<file path="src/rtl/setup.sv">
// -----------------------------------------------------------------------------
// setup_pkg / setup
// Configuration-mode controller of the digital door lock.
//
// setup_pkg : keypad, display and configuration record types shared by the
//             lock blocks.
// setup     : entered on setup_on, edits the beep enable (bip_status) from
//             keypad digits, shows the field on the 6-digit BCD display and
//             publishes the committed configuration.
//
// Ports (setup):
//   clk            in   system clock, rising edge
//   rst            in   synchronous reset, active low
//   setup_on       in   request to enter setup mode (level)
//   digitos_value  in   keypad data, key code in digits[0]
//   digitos_valid  in   one-cycle strobe qualifying digitos_value
//   display_en     out  setup owns the display
//   bcd_pac        out  display digits BCD5..BCD0
//   data_setup_new out  committed configuration record
//   data_setup_ok  out  a save completed since the last setup entry
// -----------------------------------------------------------------------------
package setup_pkg;
   localparam int SENHA_DIGITS = 8;

   typedef struct packed {
      logic [SENHA_DIGITS-1:0][3:0] digits;   // digits[0] at bits [3:0]
   } senhaPac_t;

   typedef struct packed {
      logic [3:0] bcd5;
      logic [3:0] bcd4;
      logic [3:0] bcd3;
      logic [3:0] bcd2;
      logic [3:0] bcd1;
      logic [3:0] bcd0;
   } bcdPac_t;

   typedef struct packed {
      logic      bip_status;
      logic [7:0] bip_time;
      logic [7:0] tranca_aut_time;
      senhaPac_t  senha_master;
      senhaPac_t  senha_1;
      senhaPac_t  senha_2;
      senhaPac_t  senha_3;
      senhaPac_t  senha_4;
   } setupPac_t;
endpackage

module setup
   import setup_pkg::*;
#(
   parameter logic [3:0] BLANK_DIGIT  = 4'hF,
   parameter logic [3:0] BIP_FIELD_ID = 4'd1
) (
   input  logic      clk,
   input  logic      rst,
   input  logic      setup_on,
   input  senhaPac_t digitos_value,
   input  logic      digitos_valid,
   output logic      display_en,
   output bcdPac_t   bcd_pac,
   output setupPac_t data_setup_new,
   output logic      data_setup_ok
);

   typedef enum logic [1:0] {IDLE, EDIT_BIP, CONFIRM} state_t;

   localparam logic [3:0] KEY_NEXT = 4'hA;
   localparam logic [3:0] KEY_SAVE = 4'hB;

   state_t    state_q, state_d;
   logic      cand_q, cand_d;
   setupPac_t cfg_q, cfg_d;
   logic      ok_q, ok_d;
   logic [3:0] key;

   // Factory configuration: master code 1-2-3-4, user codes disabled.
   function automatic setupPac_t cfg_default();
      setupPac_t c;
      c.bip_status      = 1'b1;
      c.bip_time        = 8'd5;
      c.tranca_aut_time = 8'd5;
      for (int i = 0; i < SENHA_DIGITS; i++) begin
         c.senha_master.digits[i] = 4'hF;
         c.senha_1.digits[i]      = 4'hF;
         c.senha_2.digits[i]      = 4'hF;
         c.senha_3.digits[i]      = 4'hF;
         c.senha_4.digits[i]      = 4'hF;
      end
      c.senha_master.digits[0] = 4'd1;
      c.senha_master.digits[1] = 4'd2;
      c.senha_master.digits[2] = 4'd3;
      c.senha_master.digits[3] = 4'd4;
      return c;
   endfunction

   assign key = digitos_value.digits[0];

   // Only the low digit carries a key code; the rest of the bus is unused here.
   logic unused_key_hi;
   assign unused_key_hi = ^digitos_value.digits[SENHA_DIGITS-1:1];

   always_ff @(posedge clk) begin
      if (!rst) begin
         state_q <= IDLE;
         cand_q  <= 1'b0;
         cfg_q   <= cfg_default();
         ok_q    <= 1'b0;
      end else begin
         state_q <= state_d;
         cand_q  <= cand_d;
         cfg_q   <= cfg_d;
         ok_q    <= ok_d;
      end
   end

   always_comb begin
      state_d = state_q;
      cand_d  = cand_q;
      cfg_d   = cfg_q;
      ok_d    = ok_q;
      case (state_q)
         IDLE: begin
            // Keys on the entry edge are dropped: IDLE never looks at them.
            if (setup_on) begin
               cand_d  = cfg_q.bip_status;
               ok_d    = 1'b0;
               state_d = EDIT_BIP;
            end
         end
         EDIT_BIP: begin
            if (digitos_valid) begin
               if (key == 4'h0 || key == 4'h1) begin
                  cand_d = key[0];
               end else if (key == KEY_NEXT) begin
                  state_d = CONFIRM;
               end else if (key == KEY_SAVE) begin
                  cfg_d.bip_status = cand_q;
                  ok_d             = 1'b1;
                  state_d          = IDLE;
               end
            end
         end
         CONFIRM: begin
            if (digitos_valid) begin
               if (key == KEY_SAVE) begin
                  cfg_d.bip_status = cand_q;
                  ok_d             = 1'b1;
                  state_d          = IDLE;
               end else if (key == KEY_NEXT) begin
                  state_d = EDIT_BIP;
               end
            end
         end
         default: state_d = IDLE;
      endcase
   end

   always_comb begin
      display_en   = (state_q != IDLE);
      bcd_pac.bcd5 = BLANK_DIGIT;
      bcd_pac.bcd4 = BLANK_DIGIT;
      bcd_pac.bcd3 = BLANK_DIGIT;
      bcd_pac.bcd2 = BLANK_DIGIT;
      bcd_pac.bcd1 = BLANK_DIGIT;
      bcd_pac.bcd0 = BLANK_DIGIT;
      if (state_q != IDLE) begin
         bcd_pac.bcd5 = BIP_FIELD_ID;
         bcd_pac.bcd0 = {3'b000, cand_q};
      end
   end

   assign data_setup_new = cfg_q;
   assign data_setup_ok  = ok_q;

endmodule

</file>
<file path="config.mk">
export PLATFORM = sky130hd
export DESIGN_NAME = setup
export DESIGN_NICKNAME = d
export VERILOG_FILES = /design/src/rtl/setup.sv
export SDC_FILE = /design/constraint.sdc
export NUM_CORES = 1
export LEC_CHECK = 0
export CAP_MARGIN = 20
export CORE_MARGIN = 2
export CORE_UTILIZATION = 24
export CTS_BUF_LIST = sky130_fd_sc_hd__clkbuf_4 sky130_fd_sc_hd__clkbuf_8 sky130_fd_sc_hd__clkbuf_16
export CTS_CLUSTER_SIZE = 40
export DETAILED_ROUTE_END_ITERATION = 10
export PLACE_DENSITY = 0.79
export SLEW_MARGIN = 20
export SYNTH_ARGS = -nofsm -noshare
export SYNTH_HDL_FRONTEND = slang
export SYNTH_SLANG_ARGS = --single-unit
</file>
<file path="constraint.sdc">
create_clock -name clk -period 1.95 [get_ports clk]
set_input_delay 0.2925 -clock clk [delete_from_list [all_inputs] [get_ports clk]]
set_output_delay 0.2925 -clock clk [all_outputs]
set_load 0.05 [all_outputs]
</file>
==> summary.md, run 1 <==
| Metric | Value |
|---|---|
| Status | `finished clean` |
| Pwr dens | `1370 nW/um^2` |
| Root buffer cell | `clkbuf_8` |
| Chip height | `a little over 90 um` |
| Largest net degree at the start of global routing | `8` |
| Post-synth top area share | `between 70% and 80%` |
| Final slew viol count | `0` |
| Synth-to-Final Area Change | `-18.9%` |
| Drt first pass iters | `4` |
| Post-CTS Hold Fix Bufs | `0` |
| Clock Latency Late Sink | `0.22 ns` |
| Final core occ | `between 10% and 20%` |
| Sequential fraction of the synthesis area | `under 10%` |
| Post-synth EDFFs | `0` |
| Max Cap Violations | `0` |
| Fin crit share | `just under 90%` |
| R2r setup slk | `between 0.2 and 0.3 ns` |
| Synth area leaders | `buf_4 (79%), dfxtp_1 (5.3%), ha_1 (2.7%)` |
| CTS Buffer Depth | `2` |
| Ys Warns | `0` |
| Post-DP HPWL | `around 1700 um` |
| WP data arrival | `around 1.8 ns` |
| Post-synthesis cell count | `243` |
| I/O pin count | `about 240` |
| Synthesized area per cell | `~7.8 sq um` |
| Leakage | `roughly 0.95 nW` |
| Die width | `92.6 um` |
| Setup TNS | `0 ns` |
| GRT overflow | `0` |
| Final setup violation count | `0` |
| Drt wl/cell | `between 5 and 6 um` |
| GRT Resource Usage Total | `under 10%` |
| First-pass GRT wire length | `between 2000 and 2500 um` |
| Asr flop ratio synth | `0%` |
| Clock transition at path regs | `roughly 0.040 ns` |
| Clock skew | `approximately 0.00061 ns` |
| Total Wirelength | `1890 um` |
| Post-cts resize count | `0` |
| Ratio of cells with drive above 1 in the final layout | `7.39%` |
| Final worst path period need | `approximately 1.7 ns` |
| Seq cells post-synth | `5` |
| Core Rows | `32` |
| Antenna-violating nets left | `0` |
| TritonCTS clock tree | `built` |
| Count leader, synth | `buf_4` |
| Worst setup path category | `reg2reg` |
| Vias in the first global route | `approximately 460` |
| Cell taking the most area after synthesis | `buf_4` |
| Main synth FF type | `dfxtp_1` |
| Maximum level of the CTS H-tree | `1` |
| # fillers | `888` |
| Synth cell count leaders | `buf_4 (199), inv_1 (6), dfxtp_1 (5)` |
| Die area | `approximately 8600 sq um` |
| Avg Vias per Cell | `between 2 and 2.5` |
| F_max | `588 MHz` |
| Worst Path Max Fanout | `6` |
| Worst path required time | `between 2 and 2.5 ns` |
| Initial core utilization | `between 20% and 30%` |
| RSZ-0062 raised after global routing | `false` |
| Core ar. | `7690 sq um` |
| Diode count | `0` |
| Antenna violations before repair | `0` |
| Worst Setup End Kind | `flop` |
| DRT iter0 DRCs | `4` |
| Setup crit start kind | `flop` |
| Fin nets | `between 200 and 300` |
| Postcts setup bufs | `0` |
| Hold Path Class | `reg2reg` |
| Synthesized area | `~1900 sq um` |
| Maximum vdd drop | `between 400 and 500 uV` |
| Num CTS Buffers | `3` |
| Via count | `between 800 and 900` |
| Synth cell types | `27` |
| Gpl congestion | `a little under 0.7` |
| IO buf count | `17` |
| CTS sink cnt | `5` |
| Hold Fails Final Rpt | `0` |
| Post-route DRC | `0` |
[worst paths after layout]
check                          endpoint                    start  cells past startpoint
max          data_setup_ok$_SDFFE_PN0P_  state_q[1]$_SDFFE_PN0P_                      6
min                 cand_q$_SDFFE_PN0P_      cand_q$_SDFFE_PN0P_                      2
max reg2reg  data_setup_ok$_SDFFE_PN0P_  state_q[1]$_SDFFE_PN0P_                      6
min reg2reg         cand_q$_SDFFE_PN0P_      cand_q$_SDFFE_PN0P_                      2
[worst max-delay path, stage by stage, from the launching register on]
cell	delay, ns
dfxtp_1	0.32
inv_1	0.10
ha_1	0.17
or4b_4	0.48
and3_4	0.21
a31o_2	0.20
o311a_1	0.11
[final cells by class]
| cell class | count | area, sq um | area share [%] |
|---|---|---|---|
| multi-input combinational | 223 | 977 | 63.9 |
| clock buffer | 4 | 48.8 | 3.19 |
| inverter | 6 | 22.5 | 1.47 |
| sequential | 5 | 100 | 6.55 |
| tap | 102 | 128 | 8.35 |
| timing repair buffer | 19 | 253 | 16.5 |
[registers in the layout, indices dropped and copies added (netlist names)]
signal / flops
data_setup_ok: 1
cand_q: 1
data_setup_new: 1
state_q: 2
[per-layer routing]
metal	track usage [%]	vias to the layer above	share of wire, %
li1	-	395	-
met1	3.39	376	27
met2	4.99	117	50
met3	1.38	2	22
met4	0.858	0	0.53
met5	0	-	0
[power by group]
group	internal, mW	total (mW)	switching [mW]
clock	0.155	0.211	0.0565
combinational	0.415	1.75	1.33
sequential	0.125	0.141	0.0169
total	0.695	2.10	1.41
[per-stage QoR]
step                area [sq um]  power [mW]  setup WS [ns]  cells  hold WS (ns)
global route                1530        2.20         0.0896    359         0.580
global placement            1480        1.89         0.0298    355         0.492
detailed placement          1480        1.89         0.0211    355         0.499
floorplan                   2610        1.85          0.131    434         0.354
CTS                         1530        2.11          0.231    359         0.537
finish                      1530        2.10          0.250    359         0.537
[cells by family (layout without fill, tap and decap cells)]
kind of cell | count (synthesis) | count (layout) | share of synthesized area (%)
AOI/OAI and AO/OA | 13 | 13 | 5.31
adders and majority gates | 4 | 4 | 2.65
buffers and inverters | 206 | 29 | 81.0
DFF | 5 | 5 | 5.31
muxes | 2 | 2 | 1.06
other | 2 | 193 | 0.398
and+or+nand+nor | 11 | 11 | 4.25
[cells in the final DEF (no fill, tap or decap)]
cell type,instances
buf_12,7
nand2b_1,1
or3_1,1
or2_2,1
ha_2,1
a311oi_1,1
nand2_1,2
o21ai_0,2
a21oi_1,1
nor2_1,1
o22ai_1,1
inv_1,6
buf_4,3
nor3b_1,1
and4b_1,1
conb_1,193
clkdlybuf4s50_1,9
a211oi_1,2
dfxtp_1,5
o311a_1,1
nand3b_1,1
ha_1,3
mux2i_1,2
o21bai_1,1
o2111ai_1,1
clkbuf_8,3
and3_4,1
clkbuf_4,1
a31o_2,1
or4b_4,1
a41o_1,2
Power figures use the tool's default switching activity.
==> run 2: changes to the inputs <==
--- a/config.mk
+++ b/config.mk
@@ -11,6 +11,7 @@
 export CTS_BUF_LIST = sky130_fd_sc_hd__clkbuf_4 sky130_fd_sc_hd__clkbuf_8 sky130_fd_sc_hd__clkbuf_16
 export CTS_CLUSTER_SIZE = 40
 export DETAILED_ROUTE_END_ITERATION = 10
+export HOLD_SLACK_MARGIN = 0.15
 export PLACE_DENSITY = 0.79
 export SLEW_MARGIN = 20
 export SYNTH_ARGS = -nofsm -noshare
==> results of run 2 <==
No change in the layout: final DEF, timing and power equal those of run 1.
